### config.mk
export PLATFORM = sky130hd
export DESIGN_NAME = pc_sequencer
export DESIGN_NICKNAME = d
export VERILOG_FILES = /design/src/rtl/pc_seq_pkg.sv /design/src/rtl/pc_sequencer_ret_stack.sv /design/src/rtl/pc_sequencer.sv
export SDC_FILE = /design/constraint.sdc
export NUM_CORES = 1
export LEC_CHECK = 0
export BUFFER_PORTS_ARGS = -buffer_cell sky130_fd_sc_hd__buf_4
export CORE_ASPECT_RATIO = 0.9
export CORE_MARGIN = 1.5
export CORE_UTILIZATION = 65
export DETAILED_ROUTE_END_ITERATION = 7
export PLACE_DENSITY = 0.85
export SYNTH_ARGS = -nofsm -noshare
export SYNTH_HDL_FRONTEND = slang
export SYNTH_SLANG_ARGS = --single-unit
### constraint.sdc
create_clock -name clk -period 8.3 [get_ports clk]
set_clock_uncertainty 0.1 [all_clocks]
set_input_delay 2.49 -clock clk [delete_from_list [all_inputs] [get_ports clk]]
set_output_delay 2.49 -clock clk [all_outputs]
set_load 0.01 [all_outputs]
### src/rtl/pc_seq_pkg.sv
// Shared encodings for the program-flow unit: flow_op codes and return-stack frame layout.
// A frame is {is_int, z, c, pc}, PC_W+3 bits wide, with the pc in the low bits.
package pc_seq_pkg;

  localparam logic [2:0] FLOW_INC  = 3'd0;
  localparam logic [2:0] FLOW_REL  = 3'd1;
  localparam logic [2:0] FLOW_JMP  = 3'd2;
  localparam logic [2:0] FLOW_CALL = 3'd3;
  localparam logic [2:0] FLOW_RET  = 3'd4;
  localparam logic [2:0] FLOW_RETI = 3'd5;
  localparam logic [2:0] FLOW_HALT = 3'd6;

  // Frame field offsets above the pc field.
  localparam int ENT_XTRA  = 3;
  localparam int ENT_C_OFS = 0;
  localparam int ENT_Z_OFS = 1;
  localparam int ENT_I_OFS = 2;

  function automatic int ent_w(input int pc_w);
    return pc_w + ENT_XTRA;
  endfunction

endpackage

### src/rtl/pc_sequencer_ret_stack.sv
// Parametrised LIFO holding return frames; storage is not reset, only the occupancy count.
// Push is ignored when full and pop when empty; callers decide the error policy.
module ret_stack #(
  parameter int DEPTH = 16,
  parameter int W     = 13
) (
  input  logic                     clk,
  input  logic                     reset,
  input  logic                     push,
  input  logic                     pop,
  input  logic [W-1:0]             push_dat,
  output logic [W-1:0]             top_dat,
  output logic                     full,
  output logic                     empty,
  output logic [$clog2(DEPTH):0]   sp
);

  localparam int AW = $clog2(DEPTH);

  logic [W-1:0]  mem_q [DEPTH];
  logic [AW:0]   sp_q, sp_d;
  logic [AW:0]   sp_m1;

  assign full    = (sp_q == (AW+1)'(DEPTH));
  assign empty   = (sp_q == '0);
  assign sp      = sp_q;
  assign sp_m1   = sp_q - 1'b1;
  assign top_dat = mem_q[sp_m1[AW-1:0]];

  always_comb begin
    sp_d = sp_q;
    if (push && !full) begin
      sp_d = sp_q + 1'b1;
    end else if (pop && !empty) begin
      sp_d = sp_q - 1'b1;
    end
  end

  always_ff @(posedge clk) begin
    if (reset) begin
      sp_q <= '0;
    end else begin
      sp_q <= sp_d;
    end
  end

  always_ff @(posedge clk) begin
    if (push && !full) begin
      mem_q[sp_q[AW-1:0]] <= push_dat;
    end
  end

endmodule

### src/rtl/pc_sequencer.sv
// Program-flow unit: PC update, return stack, edge-latched masked interrupts with flag save/restore.
// Interrupt entry is taken only when no other stack op is in flight, so one push/pop per cycle.
module pc_sequencer
  import pc_seq_pkg::*;
#(
  parameter int PC_W       = 10,
  parameter int DEPTH      = 16,
  parameter int N_INT      = 8,
  parameter int VEC_BASE   = 1,
  parameter int VEC_STRIDE = 4,
  localparam int INT_W     = (N_INT > 1) ? $clog2(N_INT) : 1,
  localparam int SP_W      = $clog2(DEPTH) + 1
) (
  input  logic              clk,
  input  logic              reset,
  input  logic              hold,
  input  logic [2:0]        flow_op,
  input  logic [PC_W-1:0]   target,
  input  logic [PC_W-1:0]   offset,
  input  logic [N_INT-1:0]  int_req,
  input  logic [N_INT-1:0]  int_mask,
  input  logic              gie_set,
  input  logic              gie_clr,
  input  logic              z_in,
  input  logic              c_in,
  output logic [PC_W-1:0]   pc,
  output logic              int_ack,
  output logic [INT_W-1:0]  int_id,
  output logic              flags_restore,
  output logic              z_out,
  output logic              c_out,
  output logic [SP_W-1:0]   sp,
  output logic              gie,
  output logic              stack_oflow,
  output logic              stack_uflow
);

  localparam int EW = ent_w(PC_W);

  logic [PC_W-1:0]  pc_q, pc_d;
  logic             gie_q, gie_d;
  logic [N_INT-1:0] pending_q, pending_d;
  logic [N_INT-1:0] req_prev_q, req_prev_d;
  logic             int_ack_q, int_ack_d;
  logic [INT_W-1:0] int_id_q, int_id_d;
  logic             flags_restore_q, flags_restore_d;
  logic             z_out_q, z_out_d;
  logic             c_out_q, c_out_d;
  logic             oflow_q, oflow_d;
  logic             uflow_q, uflow_d;

  logic             push, pop, full, empty;
  logic [EW-1:0]    push_dat, top_dat;
  logic [N_INT-1:0] active, pend_clr;
  logic [INT_W-1:0] win_idx;
  logic [PC_W-1:0]  seq_pc, vec_pc;
  logic             is_stack_op, take_int;
  logic             unused_frame_is_int;

  ret_stack #(.DEPTH(DEPTH), .W(EW)) u_stack (
    .clk      (clk),
    .reset    (reset),
    .push     (push),
    .pop      (pop),
    .push_dat (push_dat),
    .top_dat  (top_dat),
    .full     (full),
    .empty    (empty),
    .sp       (sp)
  );

  // A RET of an interrupt frame is legal, so the frame's is_int bit has no consumer.
  assign unused_frame_is_int = top_dat[PC_W+ENT_I_OFS];

  assign active      = pending_q & int_mask;
  assign is_stack_op = (flow_op == FLOW_CALL) || (flow_op == FLOW_RET) || (flow_op == FLOW_RETI);
  assign take_int    = gie_q && (|active) && !full && !is_stack_op;
  assign vec_pc      = PC_W'(VEC_BASE + VEC_STRIDE * int'(win_idx));

  always_comb begin
    win_idx = '0;
    for (int i = N_INT - 1; i >= 0; i--) begin
      if (active[i]) win_idx = INT_W'(i);
    end
  end

  // Address the current flow_op would produce; also the return address on interrupt entry.
  always_comb begin
    case (flow_op)
      FLOW_REL:  seq_pc = pc_q + offset;
      FLOW_JMP,
      FLOW_CALL: seq_pc = target;
      FLOW_RET,
      FLOW_RETI: seq_pc = empty ? pc_q + PC_W'(1) : top_dat[PC_W-1:0];
      FLOW_HALT: seq_pc = pc_q;
      default:   seq_pc = pc_q + PC_W'(1);
    endcase
  end

  always_comb begin
    pc_d            = pc_q;
    gie_d           = gie_q;
    req_prev_d      = int_req;
    pend_clr        = '0;
    int_ack_d       = 1'b0;
    int_id_d        = int_id_q;
    flags_restore_d = 1'b0;
    z_out_d         = z_out_q;
    c_out_d         = c_out_q;
    oflow_d         = oflow_q;
    uflow_d         = uflow_q;
    push            = 1'b0;
    pop             = 1'b0;
    push_dat        = {1'b0, z_in, c_in, pc_q + PC_W'(1)};

    if (!hold) begin
      if (gie_clr)      gie_d = 1'b0;
      else if (gie_set) gie_d = 1'b1;

      if (take_int) begin
        push             = 1'b1;
        push_dat         = {1'b1, z_in, c_in, seq_pc};
        pc_d             = vec_pc;
        pend_clr[win_idx] = 1'b1;
        gie_d            = 1'b0;
        int_ack_d        = 1'b1;
        int_id_d         = win_idx;
      end else begin
        pc_d = seq_pc;
        case (flow_op)
          FLOW_CALL: begin
            if (full) oflow_d = 1'b1;
            else      push    = 1'b1;
          end
          FLOW_RET, FLOW_RETI: begin
            if (empty) begin
              uflow_d = 1'b1;
            end else begin
              pop = 1'b1;
              if (flow_op == FLOW_RETI) begin
                flags_restore_d = 1'b1;
                z_out_d         = top_dat[PC_W+ENT_Z_OFS];
                c_out_d         = top_dat[PC_W+ENT_C_OFS];
              end
            end
            if (flow_op == FLOW_RETI) gie_d = 1'b1;
          end
          default: ;
        endcase
      end
    end

    // A fresh edge on the line being serviced re-arms it.
    pending_d = (pending_q & ~pend_clr) | (int_req & ~req_prev_q);
  end

  always_ff @(posedge clk) begin
    if (reset) begin
      pc_q            <= '0;
      gie_q           <= 1'b0;
      pending_q       <= '0;
      req_prev_q      <= '0;
      int_ack_q       <= 1'b0;
      int_id_q        <= '0;
      flags_restore_q <= 1'b0;
      z_out_q         <= 1'b0;
      c_out_q         <= 1'b0;
      oflow_q         <= 1'b0;
      uflow_q         <= 1'b0;
    end else begin
      pc_q            <= pc_d;
      gie_q           <= gie_d;
      pending_q       <= pending_d;
      req_prev_q      <= req_prev_d;
      int_ack_q       <= int_ack_d;
      int_id_q        <= int_id_d;
      flags_restore_q <= flags_restore_d;
      z_out_q         <= z_out_d;
      c_out_q         <= c_out_d;
      oflow_q         <= oflow_d;
      uflow_q         <= uflow_d;
    end
  end

  assign pc            = pc_q;
  assign gie           = gie_q;
  assign int_ack       = int_ack_q;
  assign int_id        = int_id_q;
  assign flags_restore = flags_restore_q;
  assign z_out         = z_out_q;
  assign c_out         = c_out_q;
  assign stack_oflow   = oflow_q;
  assign stack_uflow   = uflow_q;

endmodule

==> impl_metrics.csv, run 1 <==
group,metric,value,unit
grt,antenna_found_initial,0,
critical_path,crit_buf_inv,1,
synth,synth.distinct_cells,67,
status,status,"completed",
pwr,cellLeakagePower,4.06,nW
place,globalplace.congestion,0.901,
synth,ys_ff_latch,233,
synth,syn_nets,742,
critical_path,crit_fanout,17,
place,place_ws,2.57,ns
place,post-place-cells,927,
synth,post-synth-top-count-cell,"edfxtp_1",
clock_network,cts_buffer_depth,3,
clock_network,post_cts_buffers,0,
floorplanning,top_level_ports,71,
synth,syn_area_per_cell,15.1,µm²
clock_network,cts_resized,0,
synth,synth_area,10300,µm²
grt,track_usage,31.1,%
pwr,p_comb_share,13.1,%
pwr,fin_total_pwr,2.72,mW
sta,maxClockFrequency,0.187,GHz
grt,grt_max_degree,47,
synth,synth_common_cells,"edfxtp_1, mux4_2, nor2_1",
critical_path,max_stage_delay,0.98,ns
grt,globalRouteOverflowTotal,0,
sta,fin_tns_setup,0,ns
routing,dr.first_iter.drc_count,955,
critical_path,worstPathRequired,8.33,ns
floorplanning,coreArea,15400,µm²
floorplanning,design.die.area,16500,µm²
routing,wl,24700,µm
clock_network,h-tree-depth,1,
cells_and_area,drive_above_1_share,24.7,%
pwr,switching_power,669,µW
routing,post_drt_wl_per_cell,25.5,µm
hold_path,hp-class,"flop to flop",
routing,drc_errors,0,
critical_path,cp_slowest_cell,"nor2_1",
sta,hold_viol,0,
cells_and_area,nets,813,
critical_path,startpoint_type,"input pin",
critical_path,end_kind,"flop",
sta,rsz0062_at_grt,"no",
synth,synth_top_area_cell,"edfxtp_1",
grt,grt_pass1_vias,6488,
synth,synth_area_leaders,"edfxtp_1, mux4_2, dfxtp_1",
synth,postSynth.asyncResetShare,0,%
floorplanning,die_x,135,µm
floorplanning,start_util,66.4,%
sta,layout_setup_ws,2.95,ns
sta,period_minus_slack,5.35,ns
clock_network,cts_root_buffer,"clkbuf_16",
floorplanning,die_h,122,µm
cells_and_area,synthToLayoutAreaGrowth,14.8,%
sta,setup_viol,0,
synth,yosysSeqAreaShare,64.2,%
pwr,p_int,2.06,mW
clock_network,cts_tree,"done",
synth,synth_ff_type,"edfxtp_1",
floorplanning,num_rows,43,
flow_run,cap_violations,0,
pwr,vdd_drop_max,229,µV
cells_and_area,diodes,0,
cells_and_area,fin_cells,971,
routing,first_pass_iters,6,
sta,tightest_slew,1.27,ns
clock_network,path_clk_slew,0.06,ns
synth,synth_edf_count,192,
place,portBuffers,70,
pwr,power.clock.fraction,38.6,%
clock_network,cts.sinks,233,
grt,grt_pass1_wl,37400,µm
sta,min_period_over_period,64.5,%
critical_path,critPathTopFamily,"simple AND/OR/NAND/NOR gates",
synth,ys_warn_count,0,
synth,synth_cells,680,
place,hpwlAfterDp,15600,µm
clock_network,postCtsHoldBufs,0,
sta,slew_headroom,13.5,%
critical_path,crit_arrival,5.38,ns
sta,maxSlewViolCount,0,
pwr,powerDensity,231,nW/µm²
routing,num_vias,6548,
critical_path,cp_cell_sequence,"buf_4 > nand2b_1 > nand3_1 > o31ai_1 > nand2_1 > nor2_1",
synth,synth_top_area_share,56.2,%
critical_path,crit_type,"input pin to flop",
clock_network,insertion_delay,0.52,ns
clock_network,numCtsBuffers,24,
routing,ant_nets,0,
pwr,switching_share,24.5,%
routing,via_per_inst,6.74,
pwr,power.share.sequential,48.3,%
## sequential cells by signal, summed over array words and instances (netlist names), 3 cells and up
name,flops
req_prev_q,8
int_id,3
u_stack.mem_q,192
u_stack.sp,5
pending_q,8
pc,10
## worst paths after layout
path | start | depth (start not counted) | slack [ns] | end
worst max-delay path | flow_op[1] | 6 | 2.95 | u_stack.mem_q[14][0]$_DFFE_PP_
worst min-delay path | int_id[0]$_SDFFE_PP0P_ | 2 | 0.39 | int_id[0]$_SDFFE_PP0P_
worst max register to register | u_stack.sp[1]$_SDFFE_PP0P_ | 8 | 3.89 | u_stack.mem_q[7][4]$_DFFE_PP_
worst min register to register | int_id[0]$_SDFFE_PP0P_ | 2 | 0.39 | int_id[0]$_SDFFE_PP0P_
## cells in the final DEF, fill, tap and decap left out, types with 6 or more instances in the layout
master / synthesis / final
xor2_1: 9 / 8
ha_1: 15 / 14
nor3_1: 9 / 6
edfxtp_1: 192 / 192
clkbuf_1: 20 / 6
nand2_1: 40 / 40
clkbuf_16: 0 / 24
or3_1: 7 / 7
o22ai_1: 6 / 6
clkbuf_8: 0 / 8
o21ai_0: 26 / 26
dfxtp_1: 41 / 40
nand3_1: 15 / 15
a211oi_1: 10 / 10
nor2_1: 46 / 46
buf_4: 3 / 77
xnor2_1: 9 / 9
a21oi_1: 31 / 31
nand2b_1: 13 / 13
inv_1: 7 / 7
mux2i_1: 25 / 21
mux4_2: 50 / 50
nor2b_1: 17 / 17
## cell type report
cell class,count,area (µm²)
clock inverters,5,57.6
fillers,894,3660
multi-input cells,408,3530
clock buffers,39,738
well taps,202,253
repair buffers,77,578
flip-flops and latches,233,6590
inverters,7,26.3
## per-layer routing
layer  wire, µm  GRT usage [%]  share of wire [%]
met4        885           11.6                3.6
met3       2600           5.74                 11
met1       9810           45.1                 40
met2      11400           48.0                 46
met5          0              0                  0
## power by group through the flow
stage               Sequential [mW]  Clock (mW)  Combinational, mW
detailed placement             1.34           0              0.346
finish                         1.32        1.05              0.357
global route                   1.32        1.10              0.380
CTS                            1.32        1.06              0.351
floorplan                      1.33           0              0.233
global placement               1.34           0              0.337
## worst reg2reg max path, cell delays in order (launching register included)
cell and delay, ns:
dfxtp_1 0.50, inv_1 0.17, ha_2 0.76, buf_4 0.49, mux4_2 0.44, mux2i_1 0.36
nor3_1 0.11, a211oi_1 0.55, mux2i_2 0.52
## logic make-up after synthesis
group                    share of synthesized area (%)
adder cells (fa/ha/maj)                           2.03
XOR/XNOR                                          1.54
multiplexers                                      13.9
AND/OR/NAND/NOR                                   8.37
AO/OA/AOI/OAI                                     8.28
buffers and inverters                             1.70
flip-flops                                        64.2
## through the flow
| step | hold WS, ns | util, % | instance area (µm²) |
|---|---|---|---|
| 2_1_floorplan | 0.362 | - | 10300 |
| 3_5_place_dp | 0.361 | 71.1 | 11000 |
| 3_3_place_gp | 0.348 | 71.1 | 11000 |
| 6_report | 0.393 | 76.3 | 11800 |
| 4_1_cts | 0.392 | 76.2 | 11800 |
| 5_1_grt | 0.410 | 76.3 | 11800 |
No activity file was read; power rests on OpenSTA's default activity.
==> run 2, diff against run 1 <==
--- a/config.mk
+++ b/config.mk
@@ -8,9 +8,9 @@
 export BUFFER_PORTS_ARGS = -buffer_cell sky130_fd_sc_hd__buf_4
 export CORE_ASPECT_RATIO = 0.9
 export CORE_MARGIN = 1.5
-export CORE_UTILIZATION = 65
+export CORE_UTILIZATION = 60
 export DETAILED_ROUTE_END_ITERATION = 7
-export PLACE_DENSITY = 0.85
+export PLACE_DENSITY = 0.79
 export SYNTH_ARGS = -nofsm -noshare
 export SYNTH_HDL_FRONTEND = slang
 export SYNTH_SLANG_ARGS = --single-unit
==> constraint.sdc (replaced) <==
create_clock -name clk -period 5.55 [get_ports clk]
set_clock_uncertainty 0.1 [all_clocks]
set_input_delay 1.665 -clock clk [delete_from_list [all_inputs] [get_ports clk]]
set_output_delay 1.665 -clock clk [all_outputs]
set_load 0.01 [all_outputs]
==> impl_metrics.csv, run 2 (synthesis results as in run 1) <==
group,metric,value,unit
grt,globalRouteOverflowTotal,0,
hold_path,hp-class,"flop to flop",
floorplanning,design.die.area,17900,µm²
cells_and_area,final_common_cell,"edfxtp_1",
sta,setup_viol,0,
sta,min_period_over_period,77.6,%
floorplanning,coreArea,16800,µm²
routing,first_pass_iters,5,
critical_path,endpoint,"u_stack.mem_q[8][3]$_DFFE_PP_",
clock_network,cts_root_buffer,"clkbuf_16",
pwr,powerDensity,335,nW/µm²
clock_network,post_cts_buffers,0,
sta,maxSlewViolCount,0,
routing,dr.first_iter.drc_count,672,
floorplanning,start_util,61.1,%
critical_path,crit_fanout,40,
sta,fin_tns_setup,0,ns
cells_and_area,nets,831,
critical_path,reg2reg_depth,8,
pwr,vdd_drop_max,231,µV
routing,wl,25100,µm
critical_path,worstPathRequired,5.59,ns
clock_network,cts.sinks,233,
pwr,fin_total_pwr,3.97,mW
routing,ant_nets,0,
cells_and_area,synthToLayoutAreaGrowth,15.4,%
critical_path,reg2reg_to,"u_stack.mem_q[8][3]$_DFFE_PP_",
clock_network,numCtsBuffers,23,
critical_path,r2r_slack,1.24,ns
grt,track_usage,28.5,%
cells_and_area,largest_reg_flops,192,
clock_network,h-tree-depth,1,
sta,period_minus_slack,4.31,ns
sta,rsz0062_at_grt,"no",
clock_network,postCtsHoldBufs,0,
critical_path,crit_arrival,4.35,ns
routing,post_drt_wl_per_cell,25.2,µm
sta,maxClockFrequency,0.232,GHz
routing,num_vias,6583,
routing,drc_errors,0,
clock_network,cts_buffer_depth,3,
floorplanning,die_h,127,µm
place,globalplace.congestion,0.945,
clock_network,path_clk_slew,0.06,ns
pwr,cellLeakagePower,4.12,nW
routing,via_per_inst,6.60,
grt,grt_pass1_wl,37900,µm
status,status,"completed",
flow_run,cap_violations,0,
place,portBuffers,70,
grt,antenna_found_initial,0,
grt,grt_max_degree,44,
floorplanning,num_rows,45,
cells_and_area,diodes,0,
cells_and_area,drive_above_1_share,25.2,%
critical_path,end_kind,"flop",
sta,tightest_slew,1.28,ns
clock_network,cts_resized,0,
clock_network,insertion_delay,0.52,ns
sta,slew_headroom,12.4,%
floorplanning,top_level_ports,71,
cells_and_area,final_cell_mix,"edfxtp_1, buf_4, mux4_2, nor2_1",
clock_network,cts_tree,"done",
critical_path,rr_startpoint,"u_stack.sp[0]$_SDFFE_PP0P_",
grt,grt_pass1_vias,6465,
floorplanning,die_x,141,µm
critical_path,crit_type,"flop to flop",
critical_path,startpoint_type,"flop",
place,hpwlAfterDp,16000,µm
critical_path,cp-startpoint,"u_stack.sp[0]$_SDFFE_PP0P_",
sta,hold_viol,0,
-- run 2: cell count changes in the layout (fill, tap and decap cells not counted) --
cell       change
mux2i_2        -4
buf_4         +19
inv_16         +1
clkbuf_16      -1
clkinv_1       +2
clkinv_16      -1
bufinv_16      +1
clkbuf_2       -1
inv_4          -1
mux2i_1        +4
clkinv_4       -1
clkbuf_8       -6
clkbuf_1       +3
clkinv_2       +2
-- run 2: layout make-up --
class	instances	area, µm²
Tap cell	211	264
Sequential cell	233	6590
Inverter	7	26.3
Multi-Input combinational cell	408	3520
Timing Repair Buffer	96	721
Fill cell	1134	4940
Clock inverter	8	80.1
Clock buffer	34	637
-- run 2: power by group --
part	total (mW)	leakage, nW	switching [mW]	internal, mW
Clock	1.48	0.347	0.630	0.847
Combinational	0.513	1.67	0.289	0.224
Sequential	1.98	2.10	0.0412	1.93
-- run 2: worst min-delay path by stage --
stage / startpoint / endpoint / cells past startpoint
after global routing: int_id[0]$_SDFFE_PP0P_ / int_id[0]$_SDFFE_PP0P_ / 2
after global placement: int_id[0]$_SDFFE_PP0P_ / int_id[0]$_SDFFE_PP0P_ / 2
final: int_id[0]$_SDFFE_PP0P_ / int_id[0]$_SDFFE_PP0P_ / 2
after detailed placement: int_id[0]$_SDFFE_PP0P_ / int_id[0]$_SDFFE_PP0P_ / 2
after floorplan: req_prev_q[0]$_SDFF_PP0_ / pending_q[0]$_SDFF_PP0_ / 2
after CTS: int_id[0]$_SDFFE_PP0P_ / int_id[0]$_SDFFE_PP0P_ / 2
-- run 2: through the flow --
step                std cells  setup slack [ns]  cell area (µm²)  util [%]  hold WS, ns
floorplan                 680              1.40            10300         -        0.362
global placement          955              1.07            11100      66.3        0.353
detailed placement        955             0.912            11100      66.3        0.372
CTS                       997              1.29            11800      70.6        0.380
global route              997              1.00            11800      70.6        0.407
finish                    997              1.24            11800      70.6        0.387
-- run 2: metal layers --
| layer | wire length [µm] | GRT usage [%] | share of wire (%) |
|---|---|---|---|
| met1 | 10100 | 42.0 | 40 |
| met2 | 11500 | 44.0 | 46 |
| met4 | 939 | 10.7 | 3.7 |
| met5 | 0 | 0 | 0 |
| met3 | 2480 | 4.27 | 9.9 |
-- run 2: critical path: stages, from the launching register on --
cell	delay [ns]
dfxtp_4	0.69
inv_1	0.23
ha_2	0.60
buf_4	0.55
mux4_2	0.31
mux2i_1	0.10
o32ai_1	0.23
nor3_1	0.09
a21oi_1	0.98
